<file path="config.mk">
export PLATFORM = sky130hd
export DESIGN_NAME = dadda_err_monitor_flat
export DESIGN_NICKNAME = d
export VERILOG_FILES = /design/src/rtl/dadda_err_monitor_if.sv /design/src/rtl/dadda_err_monitor.sv /design/src/flat_wrapper.sv
export SDC_FILE = /design/constraint.sdc
export NUM_CORES = 1
export LEC_CHECK = 0
export CELL_PAD_IN_SITES_DETAIL_PLACEMENT = 0
export CELL_PAD_IN_SITES_GLOBAL_PLACEMENT = 1
export CORE_UTILIZATION = 38
export DETAILED_ROUTE_END_ITERATION = 6
export GPL_TIMING_DRIVEN = 0
export PLACE_DENSITY_LB_ADDON = 0.1
export SETUP_SLACK_MARGIN = 0.02
export SYNTH_ARGS = -nofsm -noshare
export SYNTH_HDL_FRONTEND = slang
export SYNTH_SLANG_ARGS = --single-unit
</file>
<file path="constraint.sdc">
create_clock -name clk -period 2.1 [get_ports clk]
set_input_delay 0.42 -clock clk [delete_from_list [all_inputs] [get_ports clk]]
set_output_delay 0.42 -clock clk [all_outputs]
set_load 0.005 [all_outputs]
</file>
<file path="src/rtl/dadda_err_monitor_if.sv">
// Sample/handshake and result bundle between a multiplier-under-test source and the
// error monitor.
interface dadda_err_monitor_if #(
    parameter int WIDTH = 4
);
    logic                 start;
    logic                 in_valid;
    logic                 in_ready;
    logic [WIDTH-1:0]     in1;
    logic [WIDTH-1:0]     in2;
    logic [2*WIDTH-1:0]   prod;
    logic                 busy;
    logic                 done;
    logic [8:0]           err_count;
    logic [2*WIDTH-1:0]   max_ed;
    logic [2*WIDTH+8:0]   sum_ed;

    modport master (
        output start, in_valid, in1, in2, prod,
        input  in_ready, busy, done, err_count, max_ed, sum_ed
    );

    modport slave (
        input  start, in_valid, in1, in2, prod,
        output in_ready, busy, done, err_count, max_ed, sum_ed
    );
endinterface

</file>
<file path="src/rtl/dadda_err_monitor.sv">
// Measures the error of an approximate multiplier over a run of NSAMPLES samples:
// counts erroneous samples, tracks the largest error distance and sums all distances.
module dadda_err_monitor #(
    parameter int WIDTH    = 4,
    parameter int NSAMPLES = 256
) (
    input  logic                clk,
    input  logic                rst_n,
    dadda_err_monitor_if.slave  bus
);
    localparam int          PW        = 2 * WIDTH;
    localparam int          SW        = 2 * WIDTH + 9;
    localparam logic [8:0]  LAST_IDX  = 9'(NSAMPLES - 1);

    typedef enum logic [1:0] {
        IDLE = 2'd0,
        RUN  = 2'd1,
        DONE = 2'd2
    } state_t;

    state_t            r_state;
    state_t            w_nextState;

    logic [8:0]        r_count;
    logic [8:0]        r_errCount;
    logic [PW-1:0]     r_maxEd;
    logic [SW-1:0]     r_sumEd;

    logic [PW-1:0]     w_opA;
    logic [PW-1:0]     w_opB;
    logic [PW-1:0]     w_exact;
    logic [PW-1:0]     w_ed;
    logic              w_inRun;
    logic              w_accept;
    logic              w_last;
    logic              w_startRun;

    // Operands are zero-extended so the exact product never wraps at PW bits.
    assign w_opA    = {{WIDTH{1'b0}}, bus.in1};
    assign w_opB    = {{WIDTH{1'b0}}, bus.in2};
    assign w_exact  = w_opA * w_opB;
    assign w_ed     = (w_exact >= bus.prod) ? (w_exact - bus.prod) : (bus.prod - w_exact);

    assign w_inRun    = (r_state == RUN);
    assign w_accept   = bus.in_valid && w_inRun;
    assign w_last     = w_accept && (r_count == LAST_IDX);
    assign w_startRun = bus.start && !w_inRun;

    always_ff @(posedge clk or negedge rst_n) begin
        if (!rst_n) begin
            r_state <= IDLE;
        end else begin
            r_state <= w_nextState;
        end
    end

    always_comb begin
        w_nextState = r_state;
        case (r_state)
            IDLE: begin
                if (bus.start) begin
                    w_nextState = RUN;
                end
            end
            RUN: begin
                if (w_last) begin
                    w_nextState = DONE;
                end
            end
            DONE: begin
                if (bus.start) begin
                    w_nextState = RUN;
                end
            end
            default: begin
                w_nextState = IDLE;
            end
        endcase
    end

    // A start that opens a run wins over any sample in the same cycle; none is accepted outside RUN anyway.
    always_ff @(posedge clk or negedge rst_n) begin
        if (!rst_n) begin
            r_count    <= '0;
            r_errCount <= '0;
            r_maxEd    <= '0;
            r_sumEd    <= '0;
        end else if (w_startRun) begin
            r_count    <= '0;
            r_errCount <= '0;
            r_maxEd    <= '0;
            r_sumEd    <= '0;
        end else if (w_accept) begin
            r_count    <= r_count + 9'd1;
            r_errCount <= r_errCount + {8'd0, |w_ed};
            r_sumEd    <= r_sumEd + {9'd0, w_ed};
            if (w_ed > r_maxEd) begin
                r_maxEd <= w_ed;
            end
        end
    end

    assign bus.in_ready  = w_inRun;
    assign bus.busy      = w_inRun;
    assign bus.done      = (r_state == DONE);
    assign bus.err_count = r_errCount;
    assign bus.max_ed    = r_maxEd;
    assign bus.sum_ed    = r_sumEd;
endmodule

</file>
<file path="src/flat_wrapper.sv">
// flat-port wrapper written by rule: the top's interface ports become plain ports
module dadda_err_monitor_flat 
#(
    parameter int WIDTH    = 4,
    parameter int NSAMPLES = 256
)
  (clk, rst_n, bus_start, bus_in_valid, bus_in1, bus_in2, bus_prod, bus_in_ready, bus_busy, bus_done, bus_err_count, bus_max_ed, bus_sum_ed);
  dadda_err_monitor_if #(.WIDTH(WIDTH)) bus_i ();
  input  logic clk;
  input  logic rst_n;
  input wire logic [$bits(bus_i.start)-1:0] bus_start;
  input wire logic [$bits(bus_i.in_valid)-1:0] bus_in_valid;
  input wire logic [$bits(bus_i.in1)-1:0] bus_in1;
  input wire logic [$bits(bus_i.in2)-1:0] bus_in2;
  input wire logic [$bits(bus_i.prod)-1:0] bus_prod;
  output wire logic [$bits(bus_i.in_ready)-1:0] bus_in_ready;
  output wire logic [$bits(bus_i.busy)-1:0] bus_busy;
  output wire logic [$bits(bus_i.done)-1:0] bus_done;
  output wire logic [$bits(bus_i.err_count)-1:0] bus_err_count;
  output wire logic [$bits(bus_i.max_ed)-1:0] bus_max_ed;
  output wire logic [$bits(bus_i.sum_ed)-1:0] bus_sum_ed;
  assign bus_i.start = bus_start;
  assign bus_i.in_valid = bus_in_valid;
  assign bus_i.in1 = bus_in1;
  assign bus_i.in2 = bus_in2;
  assign bus_i.prod = bus_prod;
  assign bus_in_ready = bus_i.in_ready;
  assign bus_busy = bus_i.busy;
  assign bus_done = bus_i.done;
  assign bus_err_count = bus_i.err_count;
  assign bus_max_ed = bus_i.max_ed;
  assign bus_sum_ed = bus_i.sum_ed;
  dadda_err_monitor #(.WIDTH(WIDTH), .NSAMPLES(NSAMPLES)) u_core (.clk(clk), .rst_n(rst_n), .bus(bus_i));
endmodule
</file>
==> results of run 1 <==
-- registers in the layout, summed over array words and instances (netlist names) --
register	flops
u_core.bus.err_count	9
u_core.bus.max_ed	8
u_core.bus.sum_ed	17
u_core.r_count	9
u_core.r_state	2
-- cells by family (layout without fill, tap and decap cells) --
group           count (synthesis)  count (layout)  synth area share, %
compound gates                 84              84                 15.3
xor+xnor                       32              32                 7.61
fa+ha+maj                      56              56                 20.4
buf+inv                        49             154                 5.47
flops                          45              45                 30.6
mux                            10              10                 2.72
simple gates                  132             132                 17.9
-- worst max-delay path by stage --
stage	start	to	cells past startpoint
floorplan	bus_in2[1]	u_core.bus.sum_ed[13]	23
global placement	bus_in2[1]	u_core.bus.sum_ed[13]	24
detailed placement	bus_in1[2]	u_core.bus.sum_ed[13]	24
CTS	bus_in2[3]	u_core.bus.sum_ed[13]	27
global route	bus_in2[1]	u_core.bus.sum_ed[11]	27
finish	bus_in2[1]	u_core.bus.sum_ed[13]	26
-- through the flow --
stage               area, sq um  cells
floorplan                  3780    408
global placement           4500    593
detailed placement         4520    594
CTS                        5310    631
global route               5580    642
finish                     5580    642
-- metal layers --
metal  global-route usage (%)  up-vias
met3                     1.87        6
li1                         -     1619
met5                        0        -
met4                     4.57        0
met1                     25.9     1596
met2                     35.1       39
-- cell type report --
cell class / instances / area, sq um
clock buffer: 5 / 68.8
tap: 129 / 161
inverter: 37 / 139
fill: 832 / 3750
timing repair buffer: 97 / 960
sequential: 45 / 1130
clock inverter: 3 / 22.5
multi-input combinational: 314 / 3020
buffer: 12 / 73.8
-- what timing repair did --
| item | in CTS | in global routing |
|---|---|---|
| gates resized for setup | 119 | 29 |
| endpoints found under the hold margin | 1 | 0 |
| gates cloned | 2 | 0 |
| hold buffers | 1 | 0 |
| endpoints found under the setup margin | 44 | 44 |
| buffers inserted | 26 | 12 |
| pin swaps | 42 | 37 |
-- worst register-to-register path: stages (launching register included) --
cell	delay, ns
dfrtp_1	0.38
nor2b_1	0.14
clkbuf_1	0.36
and2_0	0.19
clkbuf_1	0.30
o21ai_0	0.32
nor3_1	0.28
nand3_2	0.12
xor2_1	0.16
nor2_1	0.05
-- placed cells by master, fill, tap and decap left out, types with 4 or more instances in the layout --
cell type        count
buf_4               30
o211ai_1             4
nor2_1              29
xor2_1              17
and2_1              13
o21ai_0             13
nand2_2              6
clkdlybuf4s50_1     49
nand2_1             23
dfrtp_1             45
clkbuf_2             4
a21oi_4              4
ha_4                15
a21oi_2              7
nand4_1              9
nor3_1               4
a22o_1               8
nand3_2              4
or3_1                5
ha_1                32
nand3_1              4
a211oi_2             5
inv_1               35
xnor2_1              6
buf_6               13
xor2_2               4
mux2i_4              7
a21o_1               5
o21ai_1              6
nand2b_1             4
nor2_4               5
clkbuf_8             5
a21oi_1             14
buf_8                4
fa_1                 5
-- power by group through the flow --
stage	Combinational, mW	Sequential [mW]	Clock, mW
after global placement	3.42	1.40	0
after CTS	4.83	1.39	0.583
final	5.55	1.41	0.563
after detailed placement	3.51	1.40	0
after global routing	6.07	1.45	0.616
after floorplan	2.41	1.37	0
==> results by group, run 1 <==
Route
  • Drt via density: 5.08
  • Vias: 3,260
  • Highest metal used: met4
  • Metal3 WL: 178 microns
  • WL final: between 9 and 10 mm
  • Met2 wire len: 4.90 mm
  • Drt drc: 0
  • WL/cell: 14.9 microns
  • Drt pass-1 iters: 4
  • M1 WL: between 4 and 5 mm
  • Antenna Violating Nets Remaining: 0
  • Starting DRT DRC Count: just over 70

Setup path
  • R2R Path End: u_core.bus.sum_ed[16]
  • Worst R2R Path Depth: 9
  • Max stage delay on crit path: 0.52 ns
  • Setup CP Type: primary input to register
  • CP Data Required Time: between 2 and 2.5 ns
  • CP endpoint kind: register
  • Data arrival, critical path: 5.40 ns
  • Crit-path slowest cell: fa_1
  • CP Max Fanout: 5
  • Reg-to-Reg Start: u_core.r_state[0]
  • CP startpoint kind: primary input
  • CP top delay family: adder cells
  • R2R setup slack: -0.30 ns
  • Buf+Inv Stages, Crit Path: 6

Status
  • Status: finished, violations left
  • Failing checks: setup timing

Yosys
  • Sequential area share after synthesis: 30.6%
  • Post-synth top area share: 30.6%
  • Syn Area/Cell: 9.03 sq um
  • Top FF cell, synth: dfrtp_1
  • Netlist cell types: slightly below 50
  • Post-Syn Area: 3680 sq um
  • Yosys warns: 0
  • Syn nets: approximately 480
  • Post-synth ARST share: 100%
  • EDFF count, synth: 0
  • Post-synthesis cell count: 408
  • Seq cells post-synth: 45
  • Commonest cells in the netlist: ha_1, dfrtp_1, inv_1, nor2_1, nand2_1
  • Synth area leader: dfrtp_1
  • Most frequent cell after synthesis: ha_1
  • Synth area leaders: dfrtp_1, ha_1, xor2_1

GRT
  • Initial antenna violation count: 0
  • Tot GR Track Use: 19.7%
  • First-pass GRT wire length: 15.7 mm
  • Overflow after GRT: 0
  • Largest net degree at the start of global routing: 35
  • Number of global-route vias before repair: 3,228

STA
  • RSZ-0062 raised after global routing: yes
  • Pins over their slew limit: 0
  • F_max: 191 MHz
  • Slew @ Worst Pin: between 0.7 and 0.8 ns
  • Period utilization: 249%
  • Rel. slew slack: between 50 and 60%
  • Final worst slack: -3.12 ns
  • Fin crit period: 5.22 ns
  • Setup violators final: 36
  • Clock Skew: 0.0125 ns
  • TNS Setup: -98.22 ns
  • Hold Slack: ~0.48 ns
  • Final hold viol count: 0

Clocking
  • Max Root-Sink Buffers: 2
  • H-tree depth: 2
  • CTS tree: built
  • Worst-skew pair later-pin latency: 0.30 ns
  • Cts bufs inserted: 5
  • Clock Pin Slew Worst Setup and Hold Paths: roughly 0.090 ns
  • Root Driver: clkbuf_8
  • Total clock sinks: 45

Power and ir drop
  • Comb pwr share: 73.8%
  • Part of the power in registers: 18.8%
  • Tot Pwr: 7.52 mW
  • Net Sw Frac: around 43%
  • Maximum VDD drop: about 0.63 mV
  • Clock Power Share: under 10%
  • Pint: 4.27 mW
  • Pwr per Cell Area: 1350 nW/um^2
  • Sw power: 3.25 mW
  • Lkg Pwr: 2.50 nW

Place
  • Placer congestion estimate: 0.841
  • Port bufs: 56
  • Post-DP HPWL: 6.92 mm
  • Pre-CTS WS: -4.86 ns

Die
  • IO Pins: 57
  • Total core area: 9330 sq um
  • DIE AREA: a little over 10,000 sq um
  • Die H: 100 microns
  • Rows: 35
  • Die width: 100 microns
  • Starting Density: a little under 40%

Cells and area
  • Area grow syn2layout: 51.3%
  • Final Util: around 60%
  • Layout cells sized above 1: 31.2%
  • Antenna cells: 0
  • Layout net count: 588

Hold path
  • Hold EP: u_core.r_count[8]
  • Hold-critical path depth: 2
  • Worst min path class: register to register
  • Min-delay src: u_core.r_count[8]

Run
  • Max-cap violations: 0
Power figures use the tool's default switching activity.
==> run 2: changes to the inputs <==
--- a/config.mk
+++ b/config.mk
@@ -7,8 +7,10 @@
 export LEC_CHECK = 0
 export CELL_PAD_IN_SITES_DETAIL_PLACEMENT = 0
 export CELL_PAD_IN_SITES_GLOBAL_PLACEMENT = 1
+export CORE_MARGIN = 3
 export CORE_UTILIZATION = 38
 export DETAILED_ROUTE_END_ITERATION = 6
+export GPL_ROUTABILITY_DRIVEN = 0
 export GPL_TIMING_DRIVEN = 0
 export PLACE_DENSITY_LB_ADDON = 0.1
 export SETUP_SLACK_MARGIN = 0.02
==> run 2 against run 1 <==
Effect of this change: the flow still finishes with violations (setup timing); combinational power is 4.9% lower; sequential power hardly changed; count of clock-buffer cells in the layout is 1 higher; worst hold slack better by 0.0025 ns; sequential share of layout area is 0.14 points higher; power is 1.5% lower; design area is 0.70% lower; first-iteration DRC count is 7.0% higher; clock skew is 0.0055 ns lower; critical endpoint is now u_core.bus.err_count[6].
==> results by group, run 2 (synthesis gave the netlist of run 1 again) <==
STA
  • Setup violators final: 33 (-8.3%)
  • F_max: 188 MHz (-2.0%)
  • Slew @ Worst Pin: 0.649 ns (-0.0704 ns)
  • Final worst slack: -3.23 ns (-0.106 ns)
  • Hold Slack: 0.486 ns (+0.00245 ns)
  • RSZ-0062 raised after global routing: yes
  • Period utilization: 254% (+5.1 points)
  • Pins over their slew limit: 0 (unchanged)
  • Final hold viol count: 0 (unchanged)
  • Clock Skew: 0.00707 ns (-0.00546 ns)
  • Rel. slew slack: 56.3% (+4.7 points)
  • Fin crit period: 5.33 ns (+0.106 ns)

GRT
  • Number of global-route vias before repair: 3,222 (-0.19%)
  • Tot GR Track Use: 17.6% (-2.1 points)
  • Initial antenna violation count: 0 (unchanged)
  • First-pass GRT wire length: 15.7 mm (-0.22%)
  • Overflow after GRT: 0 (unchanged)
  • Largest net degree at the start of global routing: 35 (unchanged)

Route
  • Vias: 3,264 (+0.12%)
  • Antenna Violating Nets Remaining: 0 (unchanged)
  • Drt via density: 5.09 (+0.28%)
  • Drt drc: 0 (unchanged)
  • Starting DRT DRC Count: 76 (+7.0%)
  • Drt pass-1 iters: 4 (unchanged)
  • WL final: 9.93 mm (+3.6%)
  • WL/cell: 15.5 microns (+3.7%)

Clocking
  • Max Root-Sink Buffers: 2 (unchanged)
  • Total clock sinks: 45 (unchanged)
  • Worst-skew pair later-pin latency: 0.31 ns (about the same)
  • Root Driver: clkbuf_8
  • Cts bufs inserted: 5 (unchanged)
  • H-tree depth: 2 (unchanged)
  • Clock Pin Slew Worst Setup and Hold Paths: 0.09 ns (about the same)
  • CTS tree: built

Die
  • Die width: 104 microns (+4.0%)
  • Rows: 35 (unchanged)
  • Total core area: 9330 sq um (unchanged)
  • Starting Density: 39.5% (unchanged)
  • DIE AREA: 10,900 sq um (+8.1%)
  • IO Pins: 57 (unchanged)
  • Die H: 104 microns (+4.0%)

Cells and area
  • Layout cells sized above 1: 31.1% (-0.13 points)
  • Layout net count: 587 (-0.17%)
  • Sequential cell area: 1130 sq um (unchanged)
  • Most frequent cells in the layout: clkdlybuf4s50_1, dfrtp_1, ha_1
  • Area grow syn2layout: 50.3%
  • Max reg flops: 17 (unchanged)
  • Post-layout instance area: 5540 sq um (-0.70%)
  • Most common cell after layout, fill and taps aside: clkdlybuf4s50_1
  • Final Util: 59.4% (-0.42 points)
  • Final Non-Filler Cells: 641 (-0.16%)
  • Antenna cells: 0 (unchanged)
  • Multi-input logic area: 2940 sq um (-2.7%)
  • Filler Cell Count: 805 (-3.2%)

Power and ir drop
  • Maximum VDD drop: 0.662 mV (+4.3%)
  • Pwr per Cell Area: 1340 nW/um^2 (-0.86%)
  • Lkg Pwr: 2.50 nW (about the same)

Setup path
  • Setup CP Type: primary input to register
  • CP Max Fanout: 5 (unchanged)
  • CP Data Required Time: 2.33 ns (+0.05 ns)
  • Reg-to-Reg Start: u_core.bus.sum_ed[0]
  • CP endpoint kind: register
  • CP startpoint kind: primary input
  • Data arrival, critical path: 5.55 ns (+0.15 ns)
  • Crit path from: bus_in2[1]
  • Worst R2R Path Depth: 9 (unchanged)

Place
  • Post-placement cell count: 594 (unchanged)
  • Port bufs: 56 (unchanged)
  • Pre-CTS WS: -4.84 ns (+0.0136 ns)
  • Placed cell area: 4520 sq um (unchanged)
  • Post-DP HPWL: 6.91 mm (-0.11%)

Hold path
  • Worst min path class: register to register
  • Hold-critical path depth: 2 (unchanged)
  • Min-delay src: u_core.r_count[8]

Status
  • Status: finished, violations left
  • Failing checks: setup timing

Run
  • Max-cap violations: 0 (unchanged)
-- run 2: cell types whose count changed in the layout (fill, tap and decap cells not counted), moves of 3 or more --
cell and change:
ha_1 +5, nor2_2 +5, nor2_4 -4, buf_4 -3, buf_6 +3, ha_4 -3
nand3_2 -3, o21ai_2 +3
-- run 2: report_power, final --
part | switching [mW] | leakage (nW) | internal (mW)
clock network | 0.324 | 0.0574 | 0.388
registers | 0.286 | 0.581 | 1.13
logic | 2.54 | 1.86 | 2.74
total | 3.15 | 2.50 | 4.26
-- run 2: timing repair --
| action | 4_1_cts | 5_1_grt |
|---|---|---|
| buffers inserted | 22 | 16 |
| hold endpoints to repair | 0 | 5 |
| pin swaps | 24 | 35 |
| gates resized for setup | 94 | 57 |
| cloned | 1 | 0 |
| hold buffers | 0 | 1 |
| setup endpoints to repair | 44 | 34 |
-- run 2: per-stage QoR --
step,TNS [ns],power (mW)
2_1_floorplan,-98.41,3.78
3_3_place_gp,-179.56,4.83
3_5_place_dp,-146.96,4.89
4_1_cts,-98.94,6.41
5_1_grt,-108.61,7.97
6_report,-100.86,7.41
-- run 2: worst max-delay path: stages --
cell	delay [ns]
buf_8	0.09
nand2_8	0.05
fa_1	0.54
inv_2	0.04
fa_1	0.56
inv_2	0.05
fa_2	0.34
inv_2	0.06
a21oi_2	0.05
o21bai_2	0.17
xor2_2	0.25
ha_4	0.27
a21oi_4	0.18
nand2_2	0.09
a221oi_4	0.33
buf_6	0.18
buf_12	0.12
mux2i_4	0.26
xor2_4	0.29
buf_4	0.17
nor4_2	0.04
nand3_1	0.14
ha_4	0.16
ha_4	0.15
nand2_4	0.06
or3_1	0.35
a21oi_1	0.15
-- run 2: final cells by class --
class                      count  share of cell area (%)
tap                          129                    2.92
multi-input combinational    314                    53.1
inverter                      37                    2.51
clock inverter                 2                   0.678
clock buffer                   6                    1.49
timing repair buffer          96                    17.5
sequential                    45                    20.3
buffer                        12                    1.45
-- run 2: final timing paths --
path / to / slack [ns]
hold / removal: u_core.r_count[8] / 0.49
min in group asynchronous: u_core.bus.sum_ed[10] / 0.53
hold reg to reg: u_core.r_count[8] / 0.49
setup / recovery: u_core.bus.err_count[6] / -3.23
max in group asynchronous: u_core.bus.err_count[3] / 1.08
setup reg to reg: u_core.bus.sum_ed[14] / -0.15
-- run 2: per-layer routing --
metal,part of all wire (%),vias to the layer above,GRT usage (%)
li1,-,1618,-
met1,44,1574,22.7
met2,50,59,30.3
met3,3.8,13,2.73
met4,2.0,0,5.41
met5,0,-,0
